<file path="config.mk">
export PLATFORM = sky130hd
export DESIGN_NAME = sevenseg_capture_flat
export DESIGN_NICKNAME = d
export VERILOG_FILES = /design/src/rtl/sevenseg_pkg.sv /design/src/rtl/sevenseg_capture_if.sv /design/src/rtl/sevenseg_to_bcd.sv /design/src/rtl/sevenseg_capture.sv /design/src/flat_wrapper.sv
export SDC_FILE = /design/constraint.sdc
export NUM_CORES = 1
export LEC_CHECK = 0
export ABC_AREA = 1
export BUFFER_PORTS_ARGS = -buffer_cell sky130_fd_sc_hd__buf_2
export CELL_PAD_IN_SITES_DETAIL_PLACEMENT = 0
export CELL_PAD_IN_SITES_GLOBAL_PLACEMENT = 1
export CORE_MARGIN = 4
export CORE_UTILIZATION = 46
export CTS_BUF_LIST = sky130_fd_sc_hd__clkbuf_8
export DETAILED_ROUTE_END_ITERATION = 16
export PLACE_DENSITY_LB_ADDON = 0.1
export SKIP_LAST_GASP = 1
export SLEW_MARGIN = 20
export SYNTH_ARGS = -nofsm -noshare
export SYNTH_HDL_FRONTEND = slang
export SYNTH_SLANG_ARGS = --single-unit
</file>
<file path="constraint.sdc">
create_clock -name clk -period 3.81 [get_ports clk]
set_clock_uncertainty 0.15 [all_clocks]
set_input_delay 0.762 -clock clk [delete_from_list [all_inputs] [get_ports clk]]
set_output_delay 0.762 -clock clk [all_outputs]
set_load 0.01 [all_outputs]
</file>
<file path="src/rtl/sevenseg_pkg.sv">
// Shared constants and types for the 7-segment capture monitor.
// Segment patterns are active-low {g,f,e,d,c,b,a}; anode codes are active-low.
package sevenseg_pkg;

  localparam logic [6:0] SEG_0     = 7'h40;
  localparam logic [6:0] SEG_1     = 7'h79;
  localparam logic [6:0] SEG_2     = 7'h24;
  localparam logic [6:0] SEG_3     = 7'h30;
  localparam logic [6:0] SEG_4     = 7'h19;
  localparam logic [6:0] SEG_5     = 7'h12;
  localparam logic [6:0] SEG_6     = 7'h02;
  localparam logic [6:0] SEG_7     = 7'h78;
  localparam logic [6:0] SEG_8     = 7'h00;
  localparam logic [6:0] SEG_9     = 7'h10;
  localparam logic [6:0] SEG_BLANK = 7'h7F;

  localparam logic [5:0] AN_ONES = 6'b111110;
  localparam logic [5:0] AN_TENS = 6'b111101;
  localparam logic [5:0] AN_NONE = 6'b111111;

  typedef enum logic [1:0] {
    ST_SETTLE = 2'd0,
    ST_ACCEPT = 2'd1,
    ST_HOLD   = 2'd2
  } state_t;

  // tens*10 + ones using shift-add; digits <= 9 keep the result within 7 bits.
  function automatic logic [6:0] bcd_to_value(input logic [3:0] tens, input logic [3:0] ones);
    logic [6:0] t;
    t = {3'b000, tens};
    return (t << 3) + (t << 1) + {3'b000, ones};
  endfunction

endpackage

</file>
<file path="src/rtl/sevenseg_capture_if.sv">
// Bundle of the sampled display bus and the monitor's result signals.
interface sevenseg_capture_if;
  import sevenseg_pkg::*;

  // No backpressure: value_valid, value_changed and decode_err are single-cycle
  // pulses that the consumer must sample on the cycle they are high.
  logic [5:0] an_in;
  logic [7:0] seg_in;
  logic [6:0] value_out;
  logic       value_valid;
  logic       value_changed;
  logic       decode_err;
  logic       display_lost;
  state_t     state_dbg;

  modport master (
    output an_in, seg_in,
    input  value_out, value_valid, value_changed, decode_err, display_lost, state_dbg
  );

  modport slave (
    input  an_in, seg_in,
    output value_out, value_valid, value_changed, decode_err, display_lost, state_dbg
  );

endinterface

</file>
<file path="src/rtl/sevenseg_to_bcd.sv">
// Combinational inverse of the display encoder table: segment pattern to BCD digit.
module sevenseg_to_bcd
  import sevenseg_pkg::*;
(
  input  logic [6:0] i_seg,
  output logic       o_valid,
  output logic [3:0] o_digit
);

  always_comb begin
    o_valid = 1'b1;
    o_digit = 4'd0;
    case (i_seg)
      SEG_0:   o_digit = 4'd0;
      SEG_1:   o_digit = 4'd1;
      SEG_2:   o_digit = 4'd2;
      SEG_3:   o_digit = 4'd3;
      SEG_4:   o_digit = 4'd4;
      SEG_5:   o_digit = 4'd5;
      SEG_6:   o_digit = 4'd6;
      SEG_7:   o_digit = 4'd7;
      SEG_8:   o_digit = 4'd8;
      SEG_9:   o_digit = 4'd9;
      default: o_valid = 1'b0;
    endcase
  end

endmodule

</file>
<file path="src/rtl/sevenseg_capture.sv">
// Multiplexed 7-segment bus monitor: filters, decodes and reassembles the
// two-digit displayed value, flagging bad patterns and refresh loss.
module sevenseg_capture
  import sevenseg_pkg::*;
#(
  parameter int STABLE_CYCLES  = 16,
  parameter int TIMEOUT_CYCLES = 1048576
) (
  input  logic               clk,
  input  logic               rst,
  sevenseg_capture_if.slave  bus
);

  localparam logic [7:0]  STABLE_LAST = 8'(STABLE_CYCLES - 1);
  localparam logic [7:0]  STABLE_SAT  = 8'(STABLE_CYCLES);
  localparam logic [23:0] TO_SAT      = 24'(TIMEOUT_CYCLES);

  logic [5:0]  r_an, r_an_d;
  logic [7:0]  r_seg, r_seg_d;
  logic [7:0]  r_cnt;
  state_t      r_state, w_next;
  logic        w_accept, w_changed;
  logic [3:0]  r_ones, r_tens, w_ones_n, w_tens_n, w_bcd;
  logic        r_ones_vld, r_tens_vld, w_ones_vld_n, w_tens_vld_n;
  logic        w_bcd_valid, w_is_ones, w_is_tens, w_bad_an, w_digit_ok, w_seg_bad, w_complete;
  logic [6:0]  r_value, w_new_value;
  logic        r_vv, r_chg, r_err;
  logic [23:0] r_to;

  assign w_changed = ({r_an, r_seg} != {r_an_d, r_seg_d});

  always_ff @(posedge clk) begin
    if (rst) begin
      r_an    <= AN_NONE;
      r_seg   <= 8'hFF;
      r_an_d  <= AN_NONE;
      r_seg_d <= 8'hFF;
      r_cnt   <= 8'd0;
    end else begin
      r_an    <= bus.an_in;
      r_seg   <= bus.seg_in;
      r_an_d  <= r_an;
      r_seg_d <= r_seg;
      if (w_changed)                r_cnt <= 8'd0;
      else if (r_cnt != STABLE_SAT) r_cnt <= r_cnt + 8'd1;
    end
  end

  always_ff @(posedge clk) begin
    if (rst) r_state <= ST_SETTLE;
    else     r_state <= w_next;
  end

  // HOLD leaves on a change, or when a change during ACCEPT already restarted the count.
  always_comb begin
    w_next   = r_state;
    w_accept = 1'b0;
    case (r_state)
      ST_SETTLE: if (!w_changed && r_cnt == STABLE_LAST) w_next = ST_ACCEPT;
      ST_ACCEPT: begin
        w_accept = 1'b1;
        w_next   = ST_HOLD;
      end
      ST_HOLD:   if (w_changed || r_cnt != STABLE_SAT) w_next = ST_SETTLE;
      default:   w_next = ST_SETTLE;
    endcase
  end

  // The delayed copy holds the pattern that was stable through the filter window.
  sevenseg_to_bcd u_to_bcd (
    .i_seg   (r_seg_d[6:0]),
    .o_valid (w_bcd_valid),
    .o_digit (w_bcd)
  );

  assign w_is_ones    = w_accept && (r_an_d == AN_ONES);
  assign w_is_tens    = w_accept && (r_an_d == AN_TENS);
  assign w_bad_an     = w_accept && !(r_an_d == AN_ONES || r_an_d == AN_TENS || r_an_d == AN_NONE);
  assign w_digit_ok   = (w_is_ones || w_is_tens) && w_bcd_valid;
  assign w_seg_bad    = (w_is_ones || w_is_tens) && !w_bcd_valid;
  assign w_ones_vld_n = r_ones_vld || (w_digit_ok && w_is_ones);
  assign w_tens_vld_n = r_tens_vld || (w_digit_ok && w_is_tens);
  assign w_ones_n     = (w_digit_ok && w_is_ones) ? w_bcd : r_ones;
  assign w_tens_n     = (w_digit_ok && w_is_tens) ? w_bcd : r_tens;
  assign w_complete   = w_digit_ok && w_ones_vld_n && w_tens_vld_n;
  assign w_new_value  = bcd_to_value(w_tens_n, w_ones_n);

  always_ff @(posedge clk) begin
    if (rst) begin
      r_ones     <= 4'd0;
      r_tens     <= 4'd0;
      r_ones_vld <= 1'b0;
      r_tens_vld <= 1'b0;
      r_value    <= 7'd0;
      r_vv       <= 1'b0;
      r_chg      <= 1'b0;
      r_err      <= 1'b0;
      r_to       <= 24'd0;
    end else begin
      r_ones <= w_ones_n;
      r_tens <= w_tens_n;
      r_vv   <= w_complete;
      r_chg  <= w_complete && (w_new_value != r_value);
      r_err  <= w_seg_bad || w_bad_an;
      if (w_seg_bad || w_complete) begin
        r_ones_vld <= 1'b0;
        r_tens_vld <= 1'b0;
      end else begin
        r_ones_vld <= w_ones_vld_n;
        r_tens_vld <= w_tens_vld_n;
      end
      if (w_complete) r_value <= w_new_value;
      if (w_digit_ok)          r_to <= 24'd0;
      else if (r_to != TO_SAT) r_to <= r_to + 24'd1;
    end
  end

  assign bus.value_out     = r_value;
  assign bus.value_valid   = r_vv;
  assign bus.value_changed = r_chg;
  assign bus.decode_err    = r_err;
  assign bus.display_lost  = (r_to == TO_SAT);
  assign bus.state_dbg     = r_state;

endmodule

</file>
<file path="src/flat_wrapper.sv">
// flat-port wrapper written by rule: the top's interface ports become plain ports
module sevenseg_capture_flat import sevenseg_pkg::*;
#(
  parameter int STABLE_CYCLES  = 16,
  parameter int TIMEOUT_CYCLES = 1048576
)
  (clk, rst, bus_an_in, bus_seg_in, bus_value_out, bus_value_valid, bus_value_changed, bus_decode_err, bus_display_lost, bus_state_dbg);
  sevenseg_capture_if bus_i ();
  input  logic clk;
  input  logic rst;
  input wire logic [$bits(bus_i.an_in)-1:0] bus_an_in;
  input wire logic [$bits(bus_i.seg_in)-1:0] bus_seg_in;
  output wire logic [$bits(bus_i.value_out)-1:0] bus_value_out;
  output wire logic [$bits(bus_i.value_valid)-1:0] bus_value_valid;
  output wire logic [$bits(bus_i.value_changed)-1:0] bus_value_changed;
  output wire logic [$bits(bus_i.decode_err)-1:0] bus_decode_err;
  output wire logic [$bits(bus_i.display_lost)-1:0] bus_display_lost;
  output wire logic [$bits(bus_i.state_dbg)-1:0] bus_state_dbg;
  assign bus_i.an_in = bus_an_in;
  assign bus_i.seg_in = bus_seg_in;
  assign bus_value_out = bus_i.value_out;
  assign bus_value_valid = bus_i.value_valid;
  assign bus_value_changed = bus_i.value_changed;
  assign bus_decode_err = bus_i.decode_err;
  assign bus_display_lost = bus_i.display_lost;
  assign bus_state_dbg = bus_i.state_dbg;
  sevenseg_capture #(.STABLE_CYCLES(STABLE_CYCLES), .TIMEOUT_CYCLES(TIMEOUT_CYCLES)) u_core (.clk(clk), .rst(rst), .bus(bus_i));
endmodule
</file>
Word-level counts from Yosys, hierarchy flattened
Index checks and enable logic that the tools add are counted.
Word-level totals
  register bits after elaboration: 82
  word-level logic and storage cells: 78
  bits of input ports: 16
  output and inout port bits: 13
Operators by class
  equality and inequality tests: 22
  add/sub/neg operators: 4
  reduce and logical (&&, ||, !) cells: 29
  muxes and demuxes: 8
Operators by type and width (count)
  case mux 4 bit (9 select lines): 1
  adder 24 x 1 -> 24 bit (second input constant): 1
  == test 24 x 21 -> 1 bit (second input constant): 1
  inequality test 24 x 21 -> 1 bit (second input constant): 1
  == test 7 x 5 -> 1 bit (second input constant): 3
  == test 7 bit (second input constant): 3
  == test 6 bit (second input constant): 3
  == test 7 x 6 -> 1 bit (second input constant): 2
  inequality test 14 bit: 1
  logical AND 1 bit: 11
  OR reduction 10 bit: 1
  adder 8 x 1 -> 8 bit (second input constant): 1
  == test 8 x 4 -> 1 bit (second input constant): 1
  logical OR 1 bit: 8
  2-to-1 mux 4 bit: 2
  inequality test 8 x 5 -> 1 bit (second input constant): 1
  adder 7 x 4 -> 7 bit: 1
  adder 7 x 5 -> 7 bit: 1
  == test 7 x 2 -> 1 bit (second input constant): 1
  logical NOT 7 bit: 1
  inequality test 7 bit: 1
  case mux 2 bit (3 select lines): 1
  OR reduction 2 bit: 3
  2-to-1 mux 2 bit: 2
  other kinds (7): 11

Depth between registers and ports, before layout
Gate-level depths: netlist of the first run.
  depth after elaboration: 11
  mapped depth: 24
  depth with buffers taken out: 24

Cells and area by module
A second synthesis of the first run with hierarchy kept.
Second synthesis, totals
  cells, all modules: 557
  area total of the unflattened synthesis: 4142.7 sq um
By module, submodules not included
  sevenseg_capture: times used 1, area an instance 3943.8 sq um, sequential area each 1641.6 sq um, cells each 514
  sevenseg_to_bcd: times used 1, area an instance 198.9 sq um, sequential area each 0.0 sq um, cells each 43

Least setup slack after synthesis of the first run
No wires, ideal clock.
  path kind: reg2reg
  start point: register u_core.r_seg_d[6]
  end point: register u_core.r_chg (netlist: u_core.bus.value_changed)
  setup time: 117 ps
  required time: 3543 ps
  slack: 513 ps
  stages on the path, launching flop included: 24
  period minus slack after synthesis: 3297 ps
  path buffers: 0
  data arrival time: 3030 ps
  path through: dfxtp_1 inv_2 nand2_1 nor2_1 nand2_1 nand2_2 nor2_4 nand2_8 nand2_8 inv_4 nor2_1 a21oi_2 fa_1 inv_1 fa_1 nor2_1 a21oi_1 o2111ai_1 nor2_1 nand2_1 nor2_1 nand2_1 nor2_1 a21oi_1
On the way
  cells in the longest elaborated chain, start to end: 10
  elaborated cells on any way between the ends: 26
  those cells by class: 2 x add/sub; 10 x eq/ne; 4 x mux; 10 x reduce/logical
RTL lines
  start: declaration: RTL line sevenseg_capture.sv:19  | logic [7:0] r_seg, r_seg_d;
  start signal: assignment: RTL line sevenseg_capture.sv:43  | r_seg_d <= r_seg;
  == test 7 x 5 -> 1 bit (tied with other cells): RTL line sevenseg_to_bcd.sv:13  | case (i_seg)
  OR reduction 10 bit (no line)
  2-to-1 mux 1 bit: RTL line sevenseg_to_bcd.sv:13
  logical AND 1 bit: RTL line sevenseg_capture.sv:79  | assign w_digit_ok = (w_is_ones || w_is_tens) && w_bcd_valid;
  logical AND 1 bit: RTL line sevenseg_capture.sv:84  | assign w_tens_n = (w_digit_ok && w_is_tens) ? w_bcd : r_tens;
  2-to-1 mux 4 bit (*): RTL line sevenseg_capture.sv:84
  net u_core.w_tens_n[0]: RTL line sevenseg_capture.sv:23  | logic [3:0] r_ones, r_tens, w_ones_n, w_tens_n, w_bcd;
  adder 7 x 5 -> 7 bit (*): RTL line sevenseg_pkg.sv:31  | return (t << 3) + (t << 1) + {3'b000, ones};
  adder 7 x 4 -> 7 bit (*): RTL line sevenseg_pkg.sv:31
  inequality test 7 bit (*): RTL line sevenseg_capture.sv:103  | r_chg <= w_complete && (w_new_value != r_value);
  logical AND 1 bit (*): RTL line sevenseg_capture.sv:103
  end signal: assignment: RTL line sevenseg_capture.sv:103
  end: declaration: RTL line sevenseg_capture.sv:27  | logic r_vv, r_chg, r_err;
Mark *: on every way through the listed nets, which the timed path passes. The rest lies on a longest branch.
A chain may end at the register's enable or synchronous reset.

Worst setup path in the final report of the first run
  start point: register u_core.r_seg_d[1]
  end point: register u_core.r_chg (netlist: u_core.bus.value_changed)
The elaborated chain is that of the path after synthesis.

==> results of run 1 <==
cells by family after synthesis:
| kind of cell | count (synthesis) | share of synthesized area, % |
|---|---|---|
| xor+xnor | 19 | 4.07 |
| flops | 82 | 40.1 |
| fa+ha+maj | 13 | 4.34 |
| compound gates | 54 | 8.81 |
| simple gates | 279 | 34.5 |
| buf+inv | 85 | 8.11 |
worst min-delay path: cells and delay by family (launching register included):
kind	cells	cell delay, ns
buffers and inverters	1	0.05
and+or+nand+nor	1	0.05
DFF	1	0.33
power breakdown:
| part | switching (mW) | internal (mW) |
|---|---|---|
| Sequential | 0.0131 | 0.873 |
| Combinational | 0.0421 | 0.0308 |
| Clock | 0.315 | 0.401 |
| Total | 0.370 | 1.31 |
cell usage after synthesis (2+ instances only):
library cell / n
o21ai_2: 3
or2_2: 24
nand2_8: 3
nor2_1: 53
a21oi_2: 10
clkbuf_1: 4
o21ai_1: 8
nor4_1: 7
nand2_2: 10
nand2_1: 101
ha_1: 11
nor2_4: 2
nand3_2: 3
nand2_4: 3
nor3b_1: 2
o21ai_0: 2
o21a_1: 2
a31oi_1: 4
a21oi_1: 19
nand3_1: 37
inv_2: 9
dfxtp_1: 82
nor3_1: 11
inv_1: 69
xnor2_1: 7
inv_4: 2
nor2_2: 6
nand4_1: 10
xor2_1: 12
fa_1: 2
sequential cells by signal, indices dropped and copies added, names as in the netlist, 6 cells and up:
name / cells
u_core.r_seg: 8
u_core.r_an_d: 6
u_core.r_an: 6
u_core.r_seg_d: 8
u_core.r_to: 24
u_core.bus.value_out: 7
u_core.r_cnt: 8
routing by layer:
| metal | part of all wire (%) | up-vias | wire length [um] |
|---|---|---|---|
| met3 | 2.7 | 7 | 214 |
| met2 | 45 | 35 | 3550 |
| met1 | 51 | 1491 | 4050 |
| li1 | - | 1767 | - |
| met5 | 0 | - | 0 |
| met4 | 1.0 | 0 | 79 |
what timing repair did:
action / in CTS / in global routing
setup endpoints to repair: 0 / 1
gates resized for setup: 0 / 7
buffers inserted: 0 / 1
worst min path at each step:
stage	cells past startpoint	startpoint	endpoint	slack [ns]
2_1_floorplan	2	u_core.r_seg[0]$_SDFF_PP1_	u_core.r_seg_d[0]$_SDFF_PP1_	0.27
6_report	2	u_core.r_seg[0]$_SDFF_PP1_	u_core.r_seg_d[0]$_SDFF_PP1_	0.30
5_1_grt	2	u_core.r_seg[0]$_SDFF_PP1_	u_core.r_seg_d[0]$_SDFF_PP1_	0.33
4_1_cts	2	u_core.r_seg[0]$_SDFF_PP1_	u_core.r_seg_d[0]$_SDFF_PP1_	0.30
3_5_place_dp	2	u_core.r_seg[0]$_SDFF_PP1_	u_core.r_seg_d[0]$_SDFF_PP1_	0.28
3_3_place_gp	2	u_core.r_seg[7]$_SDFF_PP1_	u_core.r_seg_d[7]$_SDFF_PP1_	0.28
stage by stage:
| stage | util, % | std cells | power [mW] | hold WS, ns | cell area [um2] |
|---|---|---|---|---|---|
| global placement | 50.0 | 663 | 0.979 | 0.285 | 4340 |
| finish | 52.8 | 679 | 1.68 | 0.295 | 4580 |
| CTS | 52.6 | 678 | 1.70 | 0.299 | 4570 |
| floorplan | - | 532 | 0.959 | 0.267 | 4090 |
| detailed placement | 50.0 | 663 | 0.980 | 0.285 | 4340 |
| global route | 52.8 | 679 | 1.75 | 0.328 | 4580 |
area by class of cell:
class,count,area share [%]
Clock buffer,11,3.30
Clock inverter,4,1.64
Inverter,80,6.66
Multi-Input combinational cell,365,46.2
Sequential cell,82,36.0
Tap cell,108,2.95
Timing Repair Buffer,29,3.22
==> flow_summary_export.csv, run 1 <==
group,metric,value,unit
grt,grt_util_met3,3.55,%
worst_setup_path,worstSetupStartpointType,"flop",
clock_tree,worstSkewPairLatency,0.36,ns
yosys,ys.flop_type,"dfxtp_1",
worst_setup_path,path_cells,"inv_2, nand2_1, nor2_1, nand2_1, nand2_1, nor2_4, nand2_8, nand2_8, inv_4, nor2_1, a21oi_1, ha_1, ha_1, inv_1, fa_1, nor2_1, a21oi_1, o2111ai_1, nor2_1, nand2_1, nor2_1, nand2_1, nor2_1, a21oi_1",
final_layout,antenna_cells,0,
detailed_routing,drc_errors,0,
worst_setup_path,r2r-end,"u_core.bus.value_changed$_SDFF_PP0_",
grt,globalRouteMet2Util,25.8,%
worst_setup_path,slowest_stage,"fa_1",
worst_setup_path,max_stage_delay,0.58,ns
detailed_routing,wirelength,7.90,mm
grt,grt_usage,16.6,%
grt,antenna_found_initial,0,
yosys,seq_area_frac_synth,40.1,%
worst_setup_path,crit_required,3.91,ns
grt,grt_pass1_vias,3039,
clock_tree,clk_pin_slew,0.09,ns
final_layout,fill_cells,877,
clock_tree,cts_tree,"built",
power,power.density,365,nW/um2
final_layout,syn_to_final_growth,12.1,%
worst_setup_path,critPathBufInv,3,
yosys,syn_inst,532,
worst_setup_path,crit_start,"u_core.r_seg_d[1]$_SDFF_PP1_",
die,dieHeight,102,um
detailed_routing,vias_per_cell,4.86,
die,core,8680,um2
power,ir_worst_vdd,0.186,mV
final_layout,final_cell_mix,"nand2_1, dfxtp_1, inv_1",
yosys,ys_top_cells_by_area,"dfxtp_1, nand2_1, inv_1",
yosys,yosysUniqueCellTypes,44,
yosys,syn_nets,561,
worst_setup_path,path_delay_family,"simple AND/OR/NAND/NOR gates",
final_layout,multi_input_area,2120,um2
die,die_w,102,um
yosys,post-synth-top-area-cell,"dfxtp_1",
timing,finalCritPeriodShare,91.2,%
yosys,netlist_area,4090,um2
worst_setup_path,cp-endpoint,"u_core.bus.value_changed$_SDFF_PP0_",
worst_setup_path,rr_worst_depth,24,
yosys,ys_ff_latch,82,
yosys,synth_enable_flop_cells,0,
die,io_pins,29,
grt,grt_pass1_wl,13.8,mm
worst_setup_path,reg2reg_slack,0.34,ns
worst_setup_path,cpMostUsedCell,"nor2_1",
final_layout,ff_latch_area,1650,um2
timing,hold_viol_final,0,
detailed_routing,drt-initial-drc-count,106,
run_status,status,"finished clean",
clock_tree,cts_hold_buf,0,
detailed_routing,routedWlPerCell,11.6,um
detailed_routing,ant_nets,0,
placed_design,port_buffers,28,
worst_setup_path,reg2reg_from,"u_core.r_seg_d[1]$_SDFF_PP1_",
timing,tightest_slew,0.516,ns
power,leakage,2.01,nW
worst_setup_path,arrival,3.58,ns
placed_design,dp_hpwl,6.01,mm
timing,fin_ws,0.335,ns
timing,setup_tns,0,ns
grt,grt_max_degree,33,
final_layout,final_layout_size_suffix_gt1_share,22.9,%
job,max-cap-violations,0,
clock_tree,cts_max_level,3,
worst_setup_path,crit_type,"reg -> reg",
clock_tree,cts_num_sinks,82,
timing,fmax,288,MHz
timing,maxSlewViolCount,0,
grt,grt_overflow,0,
detailed_routing,via_count,3300,
worst_setup_path,end_kind,"flop",
die,start_util,47.1,%
yosys,async_reset_ff_share,0,%
final_layout,final_common_cell,"nand2_1",
timing,finalSetupViolCount,0,
hold_path,holdCritPathClass,"reg -> reg",
clock_tree,clock_path_buffers,2,
placed_design,place_ws,0.223,ns
grt,met1_usage,22.5,%
worst_setup_path,critPathMaxFanout,7,
die,die-area,10500,um2
placed_design,gp_congestion,0.833,
timing,period_needed,3.47,ns
clock_tree,cts-root-buf,"clkbuf_8",
final_layout,fin_nets,596,
yosys,avgSynthCellArea,7.69,um2
timing,relSlewSlack,65.6,%
grt,top_usage_layer,"met2",
yosys,netlist.area_leader.share,40.1,%
yosys,synth.yosys.warnings,0,
clock_tree,numCtsBuffers,9,
die,rows,34,
detailed_routing,drtPass1Iterations,4,
worst_setup_path,cp.depth,24,
(Power assumes the default switching activity.)
==> inputs of run 2 (changes only) <==
--- a/config.mk
+++ b/config.mk
@@ -10,7 +10,7 @@
 export CELL_PAD_IN_SITES_DETAIL_PLACEMENT = 0
 export CELL_PAD_IN_SITES_GLOBAL_PLACEMENT = 1
 export CORE_MARGIN = 4
-export CORE_UTILIZATION = 46
+export CORE_UTILIZATION = 40
 export CTS_BUF_LIST = sky130_fd_sc_hd__clkbuf_8
 export DETAILED_ROUTE_END_ITERATION = 16
 export PLACE_DENSITY_LB_ADDON = 0.1
==> run 2 against run 1 <==
First-iteration DRC count is 13% higher. Cell area is 0.19% lower. Routed wire length is 1.9% higher. Highest routed layer unchanged.
==> flow_summary_export.csv, run 2 (synthesis gave the netlist of run 1 again) <==
group,metric,value,unit
die,die-area,11900,um2
detailed_routing,drtPass1Iterations,5,
grt,grt_usage,15.2,%
detailed_routing,ant_nets,0,
hold_path,hp-start,"u_core.r_seg[7]$_SDFF_PP1_",
clock_tree,cts_max_level,3,
power,power.density,354,nW/um2
placed_design,place_area,4370,um2
final_layout,final_cells,701,
die,start_util,41.5,%
timing,setup_tns,0,ns
final_layout,final_cell_mix,"nand2_1, dfxtp_1, inv_1",
detailed_routing,via_count,3248,
clock_tree,worstSkewPairLatency,0.35,ns
timing,finalCritPeriodShare,91.9,%
timing,relSlewSlack,67.0,%
die,core,9860,um2
final_layout,fill_cells,1012,
worst_setup_path,rr_worst_depth,23,
die,rows,36,
clock_tree,clk_pin_slew,0.08,ns
timing,fin_ws,0.307,ns
clock_tree,cts_setup_buffers,0,
detailed_routing,vias_per_cell,4.63,
die,io_pins,29,
hold_path,hold_depth,2,
grt,grt_pass1_vias,3277,
detailed_routing,drc_errors,0,
worst_setup_path,reg2reg_slack,0.31,ns
die,die_w,109,um
final_layout,final_layout_size_suffix_gt1_share,22.9,%
grt,grt_max_degree,33,
final_layout,syn_to_final_growth,11.9,%
clock_tree,clock_path_buffers,2,
hold_path,min_to,"u_core.r_seg_d[7]$_SDFF_PP1_",
placed_design,gp_congestion,0.787,
final_layout,design_area,4580,um2
run_status,status,"finished clean",
clock_tree,cts-root-buf,"clkbuf_8",
placed_design,place_ws,0.241,ns
timing,tightest_slew,0.492,ns
worst_setup_path,arrival,3.59,ns
placed_design,dp_hpwl,6.08,mm
timing,fmax,285,MHz
die,dieHeight,109,um
worst_setup_path,end_kind,"flop",
clock_tree,cts_tree,"built",
grt,grt_overflow,0,
placed_design,port_buffers,28,
worst_setup_path,reg2reg_from,"u_core.r_seg_d[0]$_SDFF_PP1_",
worst_setup_path,critPathMaxFanout,7,
timing,maxSlewViolCount,0,
detailed_routing,wirelength,8.05,mm
placed_design,post-place-cells,688,
job,max-cap-violations,0,
timing,period_needed,3.50,ns
clock_tree,numCtsBuffers,9,
final_layout,utilization,46.4,%
power,leakage,2.00,nW
detailed_routing,routedWlPerCell,11.5,um
timing,hold_viol_final,0,
final_layout,final_common_cell,"nand2_1",
power,ir_worst_vdd,0.175,mV
clock_tree,cts_num_sinks,82,
grt,antenna_found_initial,0,
worst_setup_path,crit_type,"reg -> reg",
grt,grt_pass1_wl,14.5,mm
timing,finalSetupViolCount,0,
worst_setup_path,r2r-end,"u_core.bus.value_changed$_SDFF_PP0_",
final_layout,largest-register,"u_core.r_to",
worst_setup_path,crit_required,3.90,ns
final_layout,antenna_cells,0,
detailed_routing,drt-initial-drc-count,120,
worst_setup_path,worstSetupStartpointType,"flop",
final_layout,fin_nets,595,
final_layout,largest_reg_flops,24,
hold_path,holdCritPathClass,"reg -> reg",
run 2: changes by cell type in the layout (fill, tap and decap cells not counted):
| cell | previous run | this run |
|---|---|---|
| clkbuf_8 | 11 | 9 |
| clkinvlp_4 | 2 | 0 |
| dfxtp_4 | 1 | 0 |
| dfxtp_1 | 77 | 75 |
| clkinv_2 | 0 | 2 |
| dfxtp_2 | 4 | 7 |
| buf_4 | 1 | 0 |
run 2: final cells by class:
| class | count | area, um2 | area share, % |
|---|---|---|---|
| inverter | 80 | 305 | 6.67 |
| timing repair buffer | 28 | 140 | 3.06 |
| tap | 133 | 166 | 3.64 |
| sequential | 82 | 1650 | 36.1 |
| clock inverter | 4 | 70.1 | 1.53 |
| clock buffer | 9 | 124 | 2.71 |
| multi-input combinational | 365 | 2120 | 46.3 |
run 2: critical path, stage by stage, from the launching register on:
cell	delay [ns]
dfxtp_2	0.36
inv_1	0.08
nand2_1	0.08
nor2_2	0.05
nand2_1	0.06
nand2_2	0.07
nor2_4	0.19
nand2_8	0.12
nand2_8	0.11
inv_4	0.05
nor2_1	0.14
a21oi_2	0.08
fa_1	0.51
inv_1	0.07
fa_1	0.57
nor2_1	0.05
a21oi_1	0.11
o2111ai_1	0.10
nor2_1	0.10
nand2_1	0.05
nor2_1	0.08
nand2_1	0.05
nor2_1	0.10
a21oi_1	0.07
run 2: metrics by stage:
stage | hold slack, ns | total power, mW
3_5_place_dp | 0.286 | 0.981
5_1_grt | 0.321 | 1.69
4_1_cts | 0.305 | 1.64
6_report | 0.302 | 1.62
3_3_place_gp | 0.281 | 0.979
2_1_floorplan | 0.267 | 0.959
run 2: how the worst max path moves through the flow:
| stage | to | slack (ns) | start |
|---|---|---|---|
| 6_report | u_core.bus.value_changed$_SDFF_PP0_ | 0.31 | u_core.r_seg_d[0]$_SDFF_PP1_ |
| 5_1_grt | u_core.bus.value_changed$_SDFF_PP0_ | -0.01 | u_core.r_seg_d[0]$_SDFF_PP1_ |
| 4_1_cts | u_core.bus.value_changed$_SDFF_PP0_ | 0.19 | u_core.r_seg_d[6]$_SDFF_PP1_ |
| 3_5_place_dp | u_core.bus.value_changed$_SDFF_PP0_ | 0.24 | u_core.r_seg_d[6]$_SDFF_PP1_ |
| 3_3_place_gp | u_core.bus.value_changed$_SDFF_PP0_ | 0.35 | u_core.r_seg_d[6]$_SDFF_PP1_ |
| 2_1_floorplan | u_core.bus.value_changed$_SDFF_PP0_ | 0.51 | u_core.r_seg_d[6]$_SDFF_PP1_ |
run 2: metal layers:
layer  vias to the layer above  track usage [%]  wire length [um]
li1                       1760                -                 -
met3                        11             2.31               154
met5                         -                0                 0
met1                      1451             20.1              4180
met4                         0             6.31               129
met2                        26             24.7              3580
run 2: timing repair:
item,CTS,global route
resized for setup,0,8
endpoints found under the setup margin,0,1
hold buffers,0,0
run 2: power breakdown:
group	switching [mW]	internal [mW]	total, mW
clock	0.301	0.356	0.658
sequential	0.0132	0.874	0.887
combinational	0.0421	0.0309	0.0730
==> inputs of run 3 (changes only) <==
==> constraint.sdc (replaced) <==
create_clock -name clk -period 3.81 [get_ports clk]
set_clock_uncertainty 0.15 [all_clocks]
set_input_delay 0.1905 -clock clk [delete_from_list [all_inputs] [get_ports clk]]
set_output_delay 0.1905 -clock clk [all_outputs]
set_load 0.005 [all_outputs]
==> run 3 against run 2 <==
Global-route usage increased by 0.27 points. Die area unchanged. Critical path type unchanged. Non-clock buffer count increased by 14. Combinational power increased by 15%. Largest power group unchanged. Largest cell class unchanged.
==> flow_summary_export.csv, run 3 (synthesis gave the netlist of run 1 again) <==
group,metric,value,unit
clock_tree,numCtsBuffers,9,
clock_tree,cts_num_sinks,82,
placed_design,dp_hpwl,6.08,mm
grt,antenna_found_initial,0,
final_layout,ff_latch_area,1650,um2
timing,finalSetupViolCount,0,
clock_tree,cts-root-buf,"clkbuf_8",
worst_setup_path,worstSetupStartpointType,"flop",
timing,hold_viol_final,0,
worst_setup_path,arrival,3.59,ns
detailed_routing,routedWlPerCell,11.4,um
run_status,status,"finished clean",
final_layout,fin_nets,609,
final_layout,fill_cells,999,
timing,tightest_slew,0.492,ns
power,leakage,2.05,nW
timing,period_needed,3.50,ns
clock_tree,clk_pin_slew,0.08,ns
final_layout,largest-register,"u_core.r_to",
worst_setup_path,end_kind,"flop",
placed_design,place_ws,0.241,ns
clock_tree,cts_max_level,3,
power,power.density,345,nW/um2
detailed_routing,drc_errors,0,
timing,fmax,285,MHz
final_layout,largest_reg_flops,24,
clock_tree,cts_tree,"built",
clock_tree,cts_setup_buffers,0,
die,die_w,109,um
die,core,9860,um2
placed_design,gp_congestion,0.787,
worst_setup_path,critPathMaxFanout,7,
detailed_routing,drt-initial-drc-count,120,
grt,grt_overflow,0,
worst_setup_path,crit_required,3.90,ns
final_layout,final_common_cell,"nand2_1",
timing,maxSlewViolCount,0,
timing,finalCritPeriodShare,91.9,%
clock_tree,worstSkewPairLatency,0.35,ns
power,ir_worst_vdd,0.175,mV
hold_path,hold_depth,2,
grt,grt_pass1_wl,14.8,mm
grt,grt_max_degree,33,
detailed_routing,wirelength,8.17,mm
die,die-area,11900,um2
timing,fin_ws,0.307,ns
final_layout,antenna_cells,0,
worst_setup_path,rr_worst_depth,23,
final_layout,final_layout_size_suffix_gt1_share,22.3,%
detailed_routing,ant_nets,0,
die,start_util,41.5,%
timing,setup_tns,0,ns
detailed_routing,via_count,3296,
clock_tree,clock_path_buffers,2,
die,io_pins,29,
placed_design,port_buffers,28,
grt,grt_usage,15.5,%
worst_setup_path,crit_type,"reg -> reg",
die,dieHeight,109,um
detailed_routing,vias_per_cell,4.61,
final_layout,multi_input_area,2120,um2
final_layout,final_cell_mix,"nand2_1, dfxtp_1, inv_1",
final_layout,syn_to_final_growth,15.3,%
job,max-cap-violations,0,
hold_path,holdCritPathClass,"in -> reg",
die,rows,36,
grt,grt_pass1_vias,3337,
detailed_routing,drtPass1Iterations,5,
timing,relSlewSlack,67.0,%
[run 3: area by class of cell]
type | instances | area share, %
tap | 133 | 3.53
inverter | 80 | 6.47
multi-input combinational | 365 | 44.9
sequential | 82 | 35.0
clock inverter | 4 | 1.49
clock buffer | 9 | 2.63
timing repair buffer | 42 | 5.94
[run 3: final timing paths]
path                                      from                                  end  slack, ns
setup reg to reg  u_core.r_seg_d[0]$_SDFF_PP1_  u_core.bus.value_changed$_SDFF_PP0_       0.31
hold / removal                             rst          u_core.r_ones[0]$_SDFF_PP0_       0.15
setup / recovery  u_core.r_seg_d[0]$_SDFF_PP1_  u_core.bus.value_changed$_SDFF_PP0_       0.31
hold reg to reg     u_core.r_seg[7]$_SDFF_PP1_         u_core.r_seg_d[7]$_SDFF_PP1_       0.30
[run 3: routing by layer]
| layer | track usage, % | wire length, um | vias up | part of all wire [%] |
|---|---|---|---|---|
| li1 | - | - | 1786 | - |
| met1 | 20.4 | 4210 | 1469 | 52 |
| met2 | 25.3 | 3650 | 28 | 45 |
| met3 | 2.31 | 166 | 13 | 2.0 |
| met4 | 6.58 | 144 | 0 | 1.8 |
| met5 | 0 | 0 | - | 0 |
[run 3: critical path: stages, from the launching register on]
cell and delay (ns):
dfxtp_2 0.36, inv_1 0.08, nand2_1 0.08, nor2_2 0.05, nand2_1 0.06, nand2_2 0.07, nor2_4 0.19, nand2_8 0.12
nand2_8 0.11, inv_4 0.05, nor2_1 0.14, a21oi_2 0.08, fa_1 0.51, inv_1 0.07, fa_1 0.57, nor2_1 0.05
a21oi_1 0.11, o2111ai_1 0.10, nor2_1 0.10, nand2_1 0.05, nor2_1 0.08, nand2_1 0.05, nor2_1 0.10, a21oi_1 0.07
[run 3: per-stage QoR]
stage / instances / cell area [um2] / utilization [%] / hold slack [ns] / total power [mW]
detailed placement: 688 / 4370 / 44.3 / 0.225 / 0.981
finish: 715 / 4720 / 47.8 / 0.145 / 1.63
global placement: 688 / 4370 / 44.3 / 0.223 / 0.979
global route: 715 / 4720 / 47.8 / 0.186 / 1.70
floorplan: 532 / 4090 / - / 0.144 / 0.959
CTS: 715 / 4700 / 47.7 / 0.148 / 1.65
[run 3: repair_timing]
action,4_1_cts,5_1_grt
resized for setup,0,8
endpoints found under the setup margin,0,1
endpoints found under the hold margin,14,0
hold buffers,14,0
[run 3: report_power, final]
group          switching (mW)  internal [mW]  leakage [nW]
Sequential             0.0132          0.874         0.665
Combinational          0.0438         0.0402          1.29
Clock                   0.302          0.356         0.101
